## config.mk

```make
export PLATFORM = sky130hd
export DESIGN_NAME = mem_stage_lsu_flat
export DESIGN_NICKNAME = d
export VERILOG_FILES = /design/src/rtl/mem_stage_lsu_if.sv /design/src/rtl/mem_stage_lsu.sv /design/src/flat_wrapper.sv
export SDC_FILE = /design/constraint.sdc
export NUM_CORES = 1
export LEC_CHECK = 0
export ABC_CLOCK_PERIOD_IN_PS = 3620
export BUFFER_PORTS_ARGS = -buffer_cell sky130_fd_sc_hd__buf_2
export CORE_AREA = 2 2 118 120
export DETAILED_ROUTE_END_ITERATION = 12
export DIE_AREA = 0 0 120 122
export GPL_ROUTABILITY_DRIVEN = 0
export HOLD_SLACK_MARGIN = 0.05
export PLACE_DENSITY = 0.72
export SETUP_SLACK_MARGIN = 0.05
export SLEW_MARGIN = 10
export SYNTH_ARGS = -nofsm -noshare
export SYNTH_HDL_FRONTEND = slang
export SYNTH_SLANG_ARGS = --single-unit
```

## constraint.sdc

```tcl
create_clock -name clk -period 3.62 [get_ports clk]
set_input_delay 0 -clock clk [delete_from_list [all_inputs] [get_ports clk]]
set_output_delay 0 -clock clk [all_outputs]
set_load 0.02 [all_outputs]
```

## src/rtl/mem_stage_lsu_if.sv

```systemverilog
// Data-bus port bundle between the MEM-stage load/store unit and the data memory.
// The LSU side uses the master modport; memory models use the slave modport.
interface mem_stage_lsu_if;
  logic        req;
  logic        we;
  logic [31:0] addr;
  logic [3:0]  be;
  logic [31:0] wdata;
  logic        ack;
  logic [31:0] rdata;

  modport master (output req, we, addr, be, wdata, input ack, rdata);
  modport slave  (input req, we, addr, be, wdata, output ack, rdata);
endinterface

```

## src/rtl/mem_stage_lsu.sv

```systemverilog
// MEM-stage load/store unit: runs one valid/ack bus transaction per request, aligns
// store lanes and extends load data, and stalls the pipeline until the access completes.
//
// state  | meaning
// -------+--------------------------------------------------------------
// S_IDLE | waiting for req_valid; latches the request and checks legality
// S_BUS  | bus_req held until bus_ack or until the timeout counter expires
// S_RESP | one-cycle completion pulse; pipeline advances on this edge
module mem_stage_lsu #(
  parameter int unsigned TIMEOUT = 64
) (
  input  logic        clk,
  input  logic        reset,
  input  logic        req_valid,
  input  logic        req_we,
  input  logic [2:0]  req_funct3,
  input  logic [31:0] req_addr,
  input  logic [31:0] req_wdata,
  output logic        busy,
  output logic        rsp_valid,
  output logic [31:0] rsp_rdata,
  output logic        misalign,
  output logic        bus_err,
  mem_stage_lsu_if.master bus
);

  typedef enum logic [1:0] {S_IDLE, S_BUS, S_RESP} state_t;

  localparam logic [7:0] TO_LAST = 8'(TIMEOUT - 1);

  state_t      state_q, state_d;
  logic        we_q;
  logic [2:0]  f3_q;
  logic [31:0] addr_q;
  logic [31:0] wdata_q;
  logic [7:0]  cnt_q;
  logic [31:0] rdata_q;
  logic        mis_q;
  logic        err_q;
  logic        in_bus;
  logic        legal_in;
  logic [7:0]  lane_b;
  logic [15:0] lane_h;
  logic [31:0] load_ext;
  logic [3:0]  st_be;
  logic [31:0] st_wdata;

  // Stores only have sb/sh/sw; the unsigned load codes are illegal for stores.
  function automatic logic is_legal(logic we, logic [2:0] f3, logic [1:0] a);
    case (f3)
      3'b000:  is_legal = 1'b1;
      3'b001:  is_legal = ~a[0];
      3'b010:  is_legal = (a == 2'b00);
      3'b100:  is_legal = ~we;
      3'b101:  is_legal = ~we & ~a[0];
      default: is_legal = 1'b0;
    endcase
  endfunction

  assign legal_in = is_legal(req_we, req_funct3, req_addr[1:0]);

  always_ff @(posedge clk or posedge reset) begin
    if (reset) state_q <= S_IDLE;
    else       state_q <= state_d;
  end

  always_comb begin
    state_d   = state_q;
    busy      = 1'b0;
    rsp_valid = 1'b0;
    in_bus    = 1'b0;
    case (state_q)
      S_IDLE: begin
        busy = req_valid;
        if (req_valid) state_d = legal_in ? S_BUS : S_RESP;
      end
      S_BUS: begin
        busy   = 1'b1;
        in_bus = 1'b1;
        if (bus.ack || cnt_q == TO_LAST) state_d = S_RESP;
      end
      S_RESP: begin
        rsp_valid = 1'b1;
        state_d   = S_IDLE;
      end
      default: state_d = S_IDLE;
    endcase
  end

  always_comb begin
    lane_b = 8'(bus.rdata >> {addr_q[1:0], 3'b000});
    lane_h = addr_q[1] ? bus.rdata[31:16] : bus.rdata[15:0];
    case (f3_q)
      3'b000:  load_ext = {{24{lane_b[7]}}, lane_b};
      3'b001:  load_ext = {{16{lane_h[15]}}, lane_h};
      3'b100:  load_ext = {24'h0, lane_b};
      3'b101:  load_ext = {16'h0, lane_h};
      default: load_ext = bus.rdata;
    endcase
  end

  always_comb begin
    case (f3_q[1:0])
      2'b00: begin
        st_be    = 4'b0001 << addr_q[1:0];
        st_wdata = {4{wdata_q[7:0]}};
      end
      2'b01: begin
        st_be    = 4'b0011 << addr_q[1:0];
        st_wdata = {2{wdata_q[15:0]}};
      end
      default: begin
        st_be    = 4'b1111;
        st_wdata = wdata_q;
      end
    endcase
  end

  always_ff @(posedge clk or posedge reset) begin
    if (reset) begin
      we_q    <= 1'b0;
      f3_q    <= 3'b000;
      addr_q  <= 32'h0;
      wdata_q <= 32'h0;
      cnt_q   <= 8'h0;
      rdata_q <= 32'h0;
      mis_q   <= 1'b0;
      err_q   <= 1'b0;
    end else begin
      case (state_q)
        S_IDLE: begin
          if (req_valid) begin
            we_q    <= req_we;
            f3_q    <= req_funct3;
            addr_q  <= req_addr;
            wdata_q <= req_wdata;
            cnt_q   <= 8'h0;
            rdata_q <= 32'h0;
            mis_q   <= ~legal_in;
            err_q   <= 1'b0;
          end
        end
        S_BUS: begin
          cnt_q <= cnt_q + 8'd1;
          // An ack in the final allowed cycle still wins over the timeout.
          if (bus.ack)                rdata_q <= we_q ? 32'h0 : load_ext;
          else if (cnt_q == TO_LAST)  err_q   <= 1'b1;
        end
        default: ;
      endcase
    end
  end

  assign bus.req   = in_bus;
  assign bus.we    = in_bus & we_q;
  assign bus.addr  = in_bus ? {addr_q[31:2], 2'b00} : 32'h0;
  assign bus.be    = in_bus ? (we_q ? st_be : 4'b1111) : 4'b0000;
  assign bus.wdata = (in_bus && we_q) ? st_wdata : 32'h0;

  assign rsp_rdata = rsp_valid ? rdata_q : 32'h0;
  assign misalign  = rsp_valid & mis_q;
  assign bus_err   = rsp_valid & err_q;

endmodule

```

## src/flat_wrapper.sv

```systemverilog
// flat-port wrapper written by rule: the top's interface ports become plain ports
module mem_stage_lsu_flat 
#(
  parameter int unsigned TIMEOUT = 64
)
  (clk, reset, req_valid, req_we, req_funct3, req_addr, req_wdata, busy, rsp_valid, rsp_rdata, misalign, bus_err, bus_req, bus_we, bus_addr, bus_be, bus_wdata, bus_ack, bus_rdata);
  mem_stage_lsu_if bus_i ();
  input  logic clk;
  input  logic reset;
  input  logic req_valid;
  input  logic req_we;
  input  logic [2:0] req_funct3;
  input  logic [31:0] req_addr;
  input  logic [31:0] req_wdata;
  output logic busy;
  output logic rsp_valid;
  output logic [31:0] rsp_rdata;
  output logic misalign;
  output logic bus_err;
  output wire logic [$bits(bus_i.req)-1:0] bus_req;
  output wire logic [$bits(bus_i.we)-1:0] bus_we;
  output wire logic [$bits(bus_i.addr)-1:0] bus_addr;
  output wire logic [$bits(bus_i.be)-1:0] bus_be;
  output wire logic [$bits(bus_i.wdata)-1:0] bus_wdata;
  input wire logic [$bits(bus_i.ack)-1:0] bus_ack;
  input wire logic [$bits(bus_i.rdata)-1:0] bus_rdata;
  assign bus_req = bus_i.req;
  assign bus_we = bus_i.we;
  assign bus_addr = bus_i.addr;
  assign bus_be = bus_i.be;
  assign bus_wdata = bus_i.wdata;
  assign bus_i.ack = bus_ack;
  assign bus_i.rdata = bus_rdata;
  mem_stage_lsu #(.TIMEOUT(TIMEOUT)) u_core (.clk(clk), .reset(reset), .req_valid(req_valid), .req_we(req_we), .req_funct3(req_funct3), .req_addr(req_addr), .req_wdata(req_wdata), .busy(busy), .rsp_valid(rsp_valid), .rsp_rdata(rsp_rdata), .misalign(misalign), .bus_err(bus_err), .bus(bus_i));
endmodule
```

-- Word-level counts from Yosys, hierarchy flattened
Cells that the tools add are included.
- register bits: 112
- bits in latches: 0
- RAM bits: 0
- memory bits (read-only): 0
- input port bits: 104
- output and inout port bits: 106
- word-level logic and storage cells: 76
- memories kept: 0
- add/sub/neg operators: 1
- $mul: 0
- divide/modulo/power cells: 0
- magnitude comparators: 0
- eq/ne operators: 16
- shifts and indexed selects: 3
- muxes and demuxes: 27
- bitwise operators: 7
- reductions and logical operators: 13
- operators by type and width (kind ; count):
    32-bit two-way mux ; 6
    32-bit one-hot mux with 2 select lines ; 2
    32-bit one-hot mux with 4 select lines ; 1
    32-bit by 5-bit >> shifter with 8-bit output ; 1
    16-bit two-way mux ; 1
    8-bit one-hot mux with 2 select lines ; 1
    3-bit == test, second input constant ; 4
    8-bit by 1-bit adder with 8-bit output, second input constant ; 1
    8-bit by 6-bit == test with 1-bit output, second input constant ; 1
    4-bit two-way mux ; 2
    8-bit two-way mux ; 1
    4-bit one-hot mux with 2 select lines ; 1
    3-bit by 1-bit == test with 1-bit output, second input constant ; 2
    2-bit zero test ; 3
    3-bit zero test ; 2
    2-bit two-way mux ; 3
    2-bit inequality test, second input constant ; 3
    2-bit AND reduction ; 3
    1-bit two-way mux ; 5
    1-bit one-hot mux with 5 select lines ; 1
    1-bit AND ; 4
    2-bit by 1-bit == test with 1-bit output, second input constant ; 2
    2-bit by 1-bit inequality test with 1-bit output, second input constant ; 2
    1-bit one-hot mux with 2 select lines ; 2
    other kinds (11) ; 13

-- Longest topological paths before layout
Gate-level depths: netlist of the first run.
- depth in word-level cells: 6
- mapped depth: 7
- gate-level depth less buffers: 5

-- Least setup slack after synthesis of the first run
OpenSTA, ideal clock, no wires.
- path kind: reg2reg
- start: register u_core.addr_q[1]
- end: register u_core.rdata_q[16]
- library setup time: 126 ps
- arrival time: 1425 ps
- data required time: 3494 ps
- setup slack: 2069 ps
- stages on the path, launching flop included: 6
- buffers on the path: 1
- period minus slack after synthesis: 1551 ps
- path through: dfrtp_1 mux2_2 mux2i_2 nor4_4 buf_6 a221o_1
- word-level cells in the longest chain between the ends: 5
- elaborated cells between the ends (all ways): 6
- classes of those cells: 1 x shift; 5 x mux
- RTL lines (what ; RTL line ; text):
    start: declaration ; mem_stage_lsu.sv:34 ; logic [31:0] addr_q;
    start signal: assignment ; mem_stage_lsu.sv:135 ; addr_q <= req_addr;
    32-bit by 5-bit >> shifter with 8-bit output / 16-bit two-way mux (equally long branches) ; mem_stage_lsu.sv:91, mem_stage_lsu.sv:92 ;
    32-bit one-hot mux with 4 select lines * ; mem_stage_lsu.sv:93 ; case (f3_q)
    32-bit two-way mux * (2 in series) ; mem_stage_lsu.sv:146 ; if (bus.ack) rdata_q <= we_q ? 32'h0 : load_ext;
    32-bit one-hot mux with 2 select lines * ; mem_stage_lsu.sv:130 ; case (state_q)
    end signal: assignment ; mem_stage_lsu.sv:146 ;
    end: declaration ; mem_stage_lsu.sv:37 ; logic [31:0] rdata_q;
Mark *: on every way between the ends. The rest lies on a longest branch, timed or not. The select of a mux whose other input is x is not followed.
A chain may end at the register's enable or synchronous reset.

-- Worst setup path in the final report of the first run
- start: register u_core.state_q[0]
- end: output port bus_wdata[13]
- word-level cells in the longest chain between the ends: 4
- RTL lines (what ; RTL line ; text):
    start: declaration ; mem_stage_lsu.sv:31 ; state_t state_q, state_d;
    start signal: assignment ; mem_stage_lsu.sv:64 ; else state_q <= state_d;
    2-bit by 1-bit == test with 1-bit output ; mem_stage_lsu.sv:72 ; case (state_q)
    1-bit two-way mux ; mem_stage_lsu.sv:72 ;
    1-bit logical AND ; mem_stage_lsu.sv:158 ; assign bus.wdata = (in_bus && we_q) ? st_wdata : 32'h0;
    32-bit two-way mux ; mem_stage_lsu.sv:158 ;
    end: declaration ; flat_wrapper.sv:24 ; output wire logic [$bits(bus_i.wdata)-1:0] bus_wdata;
Every way passes these cells.

==> impl_metrics.csv, run 1 <==
group,metric,value,unit
clocking,cts_setup_buffers,0,
critical_path,crit_chain,"nand2b_4 -> clkinv_2 -> nand2_1 -> a21oi_1 -> buf_2",
placed_design,dpl_worst_slack,1.039,ns
drt,drc,0,
sta,grt_setup_unrepaired,"no",
layout,diodes,0,
global_routing,grt-ovfl-total,0,
synth,synth_edf_count,0,
hold_path,hold_depth,4,
layout,num-fill-cells,1175,
critical_path,critical_path.top_delay_family,"simple AND/OR/NAND/NOR gates",
critical_path,cp_slowest_cell,"nand2_1",
drt,route.met2.wl,8.909,mm
clocking,cts_root_buf,"clkbuf_16",
sta,hold_viol,0,
critical_path,critPathLaunchType,"flop",
synth,yosysSeqAreaShare,47.82,%
floorplanning,ios,210,
drt,dr.pass1.iters,5,
synth,syn-cell-area,0.005861,mm2
drt,via_per_inst,5.085,
outcome,outcome,"finished, final reports clean",
critical_path,worst-r2r-setup-slack,1.00,ns
layout,syn2layout_area_growth,40.22,%
power,pwr-share-clk,23.5,%
critical_path,cp_data_required_time,3.62,ns
drt,met1Wirelength,7.583,mm
sta,maxSlewHeadroom,28.32,%
layout,most-common-layout-cells,"nand2_1, buf_2, dfrtp_1",
drt,top_layer_used,"met4",
synth,yosys_warnings,0,
critical_path,criticalPathCategory,"reg -> out",
clocking,clock_sinks,112,
global_routing,first_global_vias,5697,
floorplanning,die_area,0.01464,mm2
sta,tightestPinTransition,1.075,ns
synth,syn_inst,691,
synth,async_reset_ff_share,100.0,%
clocking,clock_latency,0.36,ns
sta,fin_crit,2.663,ns
layout,seq_area,0.002803,mm2
power,power.density,486.2,mW/mm2
placed_design,numPortBuffers,207,
critical_path,r2r_cells,5,
power,swShare,37.12,%
critical_path,worst_path_largest_cell_delay,0.81,ns
synth,avgSynthCellArea,8.481,um2
clocking,cts_buffers,9,
drt,drt-initial-drc-count,392,
hold_path,hold_path.class,"in -> reg",
drt,antenna_left,0,
critical_path,crit_arrival,2.66,ns
sta,slew_violations,0,
placed_design,place_area,0.006964,mm2
drt,met3_length,1.080,mm
power,power.total,3.996,mW
floorplanning,die_x,120,um
layout,multiInputGateArea,0.002818,mm2
floorplanning,die_h,122,um
layout,layout_commonest_cell,"nand2_1",
floorplanning,start_util,43.40,%
synth,ys_ff_latch,112,
sta,fin_crit_sh,73.57,%
critical_path,r2r-end,"u_core.rdata_q[28]",
floorplanning,design.core.area,0.01350,mm2
sta,fin_ws,0.9568,ns
drt,num_vias,5848,
power,power_frac_comb,31.5,%
hold_path,hold_path.startpoint,"bus_ack",
power,p_int,2.512,mW
critical_path,timing.rr.start,"u_core.state_q[0]",
sta,tns,0,ns
synth,ys_types,45,
hold_path,holdPathEnd,"u_core.err_q",
floorplanning,placementRows,43,
clocking,ctsHtreeMaxLevel,3,
global_routing,antenna_found_initial,0,
critical_path,critPathMaxFanout,46,
global_routing,grt_pass1_wl,28.56,mm
clocking,cts_tree,"built",
drt,wl,17.97,mm
sta,setup_viol,0,
drt,detail_route.wl_per_cell,15.62,um
synth,synth-main-ff-cell,"dfrtp_1",
power,seqPwrFrac,45.0,%
power,total_switching_power,1.483,mW
global_routing,grt_usage,24.75,%
placed_design,hpwl,11.71,mm
run,maxCapViolCount,0,
sta,fin_skew,0.009954,ns
layout,fin_util,60.85,%
clocking,clk_pin_slew_worst_paths,0.07,ns
global_routing,grt_max_degree,69,
layout,drive_gt1_share,25.15,%
clocking,cts_buffer_depth,2,
critical_path,crit_buf_inv,2,
power,p_leak,4.451,nW
sta,fmax,375.5,MHz
power,max-vdd-ir-drop,256.8,uV
critical_path,worstSetupEndpointType,"primary output",
layout,nets,1070,
layout,fin_area,0.008218,mm2
==> worst register-to-register path: stages (launching register included) <==
cell and delay, ns:
dfrtp_1 0.54, nand2b_4 0.15, clkinv_2 0.42, nand3b_4 0.29, nor2_1 0.86, a221o_1 0.30
==> synthesized netlist by cell type, types with 2 or more instances <==
| library cell | count | area, um2 |
|---|---|---|
| nand2_1 | 243 | 912.1 |
| dfrtp_1 | 112 | 2803 |
| and2_1 | 68 | 425.4 |
| nor2_1 | 39 | 146.4 |
| clkbuf_1 | 34 | 127.6 |
| a21oi_1 | 24 | 120.1 |
| mux2i_1 | 23 | 230.2 |
| a221o_1 | 17 | 170.2 |
| o21ai_0 | 13 | 65.06 |
| and3_1 | 10 | 62.56 |
| a211oi_1 | 9 | 67.56 |
| a221oi_1 | 8 | 70.07 |
| buf_2 | 8 | 40.04 |
| nor2b_1 | 8 | 50.05 |
| o21ai_1 | 8 | 40.04 |
| a21o_1 | 6 | 45.04 |
| inv_1 | 6 | 22.52 |
| o41ai_1 | 6 | 52.55 |
| buf_4 | 5 | 37.54 |
| nand3_1 | 5 | 25.02 |
| a22o_1 | 4 | 35.03 |
| nand2b_1 | 3 | 18.77 |
| nor3_1 | 3 | 15.01 |
| o221ai_1 | 3 | 26.28 |
| or2_1 | 3 | 18.77 |
| buf_1 | 2 | 7.510 |
| mux2_2 | 2 | 22.52 |
| or2_2 | 2 | 12.51 |
==> power groups by stage <==
| stage | clock (mW) | sequential [mW] | combinational, mW |
|---|---|---|---|
| 5_1_grt | 1.02 | 1.84 | 1.40 |
| 3_5_place_dp | 0 | 1.81 | 1.17 |
| 4_1_cts | 0.964 | 1.79 | 1.26 |
| 2_1_floorplan | 0 | 1.67 | 0.942 |
| 3_3_place_gp | 0 | 1.81 | 1.15 |
| 6_report | 0.939 | 1.80 | 1.26 |
==> through the flow <==
step | hold WS, ns | std cells
after global placement | 0.1900 | 1036
final | 0.06946 | 1150
after floorplan | 0.1054 | 692
after detailed placement | 0.1912 | 1036
after CTS | 0.06033 | 1150
after global routing | 0.06847 | 1150
==> worst max-delay path by stage <==
| stage | startpoint | endpoint | slack, ns | cells after the start |
|---|---|---|---|---|
| after floorplan | reset | u_core.addr_q[0] | 0.66 | 1 |
| after global placement | u_core.state_q[0] | u_core.rdata_q[18] | 1.13 | 5 |
| final | u_core.state_q[0] | bus_wdata[13] | 0.96 | 5 |
| after CTS | u_core.state_q[0] | bus_wdata[17] | 0.91 | 5 |
| after detailed placement | u_core.state_q[0] | u_core.rdata_q[17] | 1.04 | 5 |
| after global routing | u_core.state_q[0] | bus_wdata[13] | 0.72 | 5 |
==> sequential cells by signal (all words and copies together) (netlist names) <==
| register | count |
|---|---|
| u_core.mis_q | 1 |
| u_core.err_q | 1 |
| u_core.we_q | 1 |
| u_core.cnt_q | 8 |
| u_core.rdata_q | 32 |
| u_core.f3_q | 3 |
| u_core.state_q | 2 |
| u_core.addr_q | 32 |
| u_core.wdata_q | 32 |
==> area by class of cell <==
class | instances | share of cell area (%)
Clock buffer | 9 | 2.741
Timing Repair Buffer | 312 | 25.18
Clock inverter | 7 | 0.5786
Multi-Input combinational cell | 523 | 34.29
Inverter | 7 | 0.3654
Sequential cell | 112 | 34.10
Tap cell | 180 | 2.741
==> kinds of logic (layout without fill, tap and decap cells) <==
group / count (synthesis) / after routing / synth area share (%)
AO/OA/AOI/OAI: 103 / 103 / 12.43
adder cells (fa/ha/maj): 1 / 1 / 0.2135
buffers and inverters: 57 / 335 / 4.291
flip-flops: 112 / 112 / 47.82
multiplexers: 27 / 27 / 4.932
other: 1 / 2 / 0.06399
AND/OR/NAND/NOR: 390 / 390 / 30.25
==> what timing repair did <==
action | CTS | global route
gates resized for setup | 0 | 0
hold buffers | 98 | 0
hold endpoints to repair | 164 | 0
==> per-layer routing <==
metal,track usage [%],vias to the layer above
met3,4.073,29
met4,8.750,0
met1,31.89,2742
met2,42.29,249
li1,-,2828
met5,0,-
Power figures use the tool's default switching activity.
==> run 2: changes to the inputs <==
--- a/config.mk
+++ b/config.mk
@@ -5,11 +5,12 @@
 export SDC_FILE = /design/constraint.sdc
 export NUM_CORES = 1
 export LEC_CHECK = 0
-export ABC_CLOCK_PERIOD_IN_PS = 3620
+export ABC_AREA = 1
+export ABC_CLOCK_PERIOD_IN_PS = 2800
 export BUFFER_PORTS_ARGS = -buffer_cell sky130_fd_sc_hd__buf_2
-export CORE_AREA = 2 2 118 120
+export CORE_AREA = 2 2 119 121
 export DETAILED_ROUTE_END_ITERATION = 12
-export DIE_AREA = 0 0 120 122
+export DIE_AREA = 0 0 121 123
 export GPL_ROUTABILITY_DRIVEN = 0
 export HOLD_SLACK_MARGIN = 0.05
 export PLACE_DENSITY = 0.72
==> constraint.sdc (replaced) <==
create_clock -name clk -period 2.8 [get_ports clk]
set_input_delay 0 -clock clk [delete_from_list [all_inputs] [get_ports clk]]
set_output_delay 0 -clock clk [all_outputs]
set_load 0.02 [all_outputs]
==> impl_metrics.csv, run 2 <==
group,metric,value,unit
floorplanning,die_x,121,um
critical_path,critPathLaunchType,"flop",
critical_path,criticalPathCategory,"reg -> out",
outcome,outcome,"finished, final reports clean",
clocking,clock_sinks,112,
power,swShare,38.88,%
layout,layout_commonest_cell,"nand2_1",
layout,stdcell_count,1315,
clocking,cts_root_buf,"clkbuf_16",
clocking,cts_setup_buffers,0,
critical_path,crit_chain,"inv_2 -> nand2_1 -> clkinv_1 -> o21ai_0 -> a21oi_1 -> buf_2",
power,power.total,5.684,mW
sta,tightestPinTransition,0.9411,ns
floorplanning,start_util,43.96,%
power,total_switching_power,2.210,mW
synth,syn-cell-area,0.005983,mm2
layout,num-fill-cells,1189,
run,maxCapViolCount,0,
floorplanning,design.core.area,0.01361,mm2
synth,yosys_warnings,0,
sta,fin_ws,0.6049,ns
critical_path,cp_data_required_time,2.80,ns
placed_design,dpl_worst_slack,0.9990,ns
layout,top_regs,"u_core.addr_q: 32 flops, u_core.rdata_q: 32 flops, u_core.wdata_q: 32 flops",
floorplanning,die_h,123,um
power,pwr-share-clk,24.7,%
global_routing,met1_usage,32.35,%
floorplanning,die_area,0.01488,mm2
placed_design,hpwl,12.54,mm
critical_path,crit_arrival,2.20,ns
sta,tns,0,ns
sta,slew_violations,0,
power,p_int,3.474,mW
synth,ys_types,30,
drt,drc,0,
layout,diodes,0,
synth,yosysMostFrequentCell,"nand2_1",
global_routing,use_met2,44.98,%
power,power_frac_comb,35.7,%
critical_path,worstSetupEndpointType,"primary output",
placed_design,place_area,0.007127,mm2
floorplanning,placementRows,43,
sta,fin_skew,0.007248,ns
critical_path,critPathMaxFanout,20,
synth,ys_top_cells_by_area,"dfrtp_1, nand2_1, nor2_1",
layout,most-common-layout-cells,"nand2_1, buf_2, nor2_1",
power,power.density,675.0,mW/mm2
power,max-vdd-ir-drop,426.3,uV
global_routing,antenna_found_initial,0,
synth,synth-main-ff-cell,"dfrtp_1",
synth,syn_inst,847,
global_routing,use_met3,5.812,%
drt,drt-initial-drc-count,475,
sta,maxSlewHeadroom,37.12,%
clocking,cts_buffer_depth,2,
synth,ys_ff_latch,112,
global_routing,grt_max_degree,98,
drt,num_vias,6448,
synth,synth_edf_count,0,
drt,dr.pass1.iters,6,
layout,fin_util,61.86,%
global_routing,busiest_layer,"met2",
synth,avgSynthCellArea,7.064,um2
sta,fin_crit_sh,78.40,%
clocking,cts_tree,"built",
synth,synth_common_cells,"nand2_1, nor2_1, dfrtp_1, inv_1, o21ai_0",
global_routing,grt_usage,26.12,%
clocking,clock_latency,0.36,ns
critical_path,cp_slowest_cell,"nand2_1",
sta,fin_crit,2.195,ns
critical_path,critical_path.top_delay_family,"buffers and inverters",
synth,yosysSeqAreaShare,46.84,%
drt,antenna_left,0,
placed_design,placedCellCount,1202,
sta,grt_setup_unrepaired,"no",
global_routing,grt_pass1_wl,30.46,mm
power,seqPwrFrac,39.6,%
sta,whs,0.06506,ns
critical_path,crit_buf_inv,3,
layout,fin_area,0.008421,mm2
critical_path,worst_path_largest_cell_delay,0.38,ns
synth,synth_top_area_share,46.84,%
floorplanning,ios,210,
clocking,cts_buffers,9,
sta,setup_viol,0,
synth,synth_area_leader_cell,"dfrtp_1",
drt,detail_route.wl_per_cell,14.67,um
sta,hold_viol,0,
layout,drive_gt1_share,23.35,%
hold_path,hold_path.class,"in -> reg",
placed_design,numPortBuffers,207,
drt,wl,19.30,mm
sta,fmax,455.6,MHz
clocking,ctsHtreeMaxLevel,3,
clocking,cts_resized,0,
synth,async_reset_ff_share,100.0,%
global_routing,first_global_vias,6297,
clocking,clk_pin_slew_worst_paths,0.08,ns
layout,nets,1235,
layout,syn2layout_area_growth,40.74,%
power,p_leak,4.632,nW
global_routing,grt-ovfl-total,0,
drt,via_per_inst,4.903,
[run 2: worst paths after layout]
check / slack (ns) / cells after the start / to / startpoint
setup / recovery: 0.60 / 6 / bus_be[1] / u_core.f3_q[1]
hold / removal: 0.07 / 4 / u_core.rdata_q[3] / bus_rdata[3]
setup reg to reg: 0.95 / 7 / u_core.rdata_q[8] / u_core.f3_q[1]
hold reg to reg: 0.47 / 2 / u_core.err_q / u_core.err_q
max in group asynchronous: 1.70 / 4 / u_core.addr_q[24] / reset
min in group asynchronous: 0.38 / 3 / u_core.rdata_q[25] / reset
[run 2: routing by layer]
layer / up-vias / routed length (um)
met4: 0 / 398
met5: - / 0
met1: 2991 / 7935
li1: 3153 / -
met3: 31 / 1506
met2: 273 / 9456
[run 2: area by class of cell]
cell class	count	area, um2	share of cell area, %
Clock inverter	6	93.84	1.114
Tap cell	180	225.2	2.675
Multi-Input combinational cell	581	2534	30.09
Inverter	114	431.7	5.126
Sequential cell	112	2803	33.28
Timing Repair Buffer	312	2105	24.99
Clock buffer	10	229.0	2.719
[run 2: worst reg2reg max path: stages, from the launching register on]
cell and delay [ns]:
dfrtp_1 0.37, inv_2 0.16, nand2_1 0.39, clkinv_1 0.37, a22oi_1 0.27, nand2_1 0.07, nand2_1 0.06, nand2_1 0.06
[run 2: kinds of logic (layout without fill, tap and decap cells)]
logic type               count (synthesis)  in the layout  synth area share (%)
flip-flops                             112            112                 46.84
other                                    1              2               0.06268
adder cells (fa/ha/maj)                  1              1                0.2091
AO/OA/AOI/OAI                          131            131                 11.82
AND/OR/NAND/NOR                        447            447                 30.20
buffers and inverters                  155            442                 10.87
[run 2: power by group through the flow]
stage	clock [mW]	sequential [mW]	combinational, mW
4_1_cts	1.43	2.24	2.00
3_5_place_dp	0	2.26	1.89
6_report	1.40	2.25	2.03
5_1_grt	1.50	2.29	2.27
3_3_place_gp	0	2.26	1.85
2_1_floorplan	0	2.20	1.42
[run 2: repair_timing]
| item | in CTS | in global routing |
|---|---|---|
| endpoints found under the setup margin | 0 | 0 |
| hold endpoints to repair | 135 | 0 |
| hold buffers | 97 | 0 |
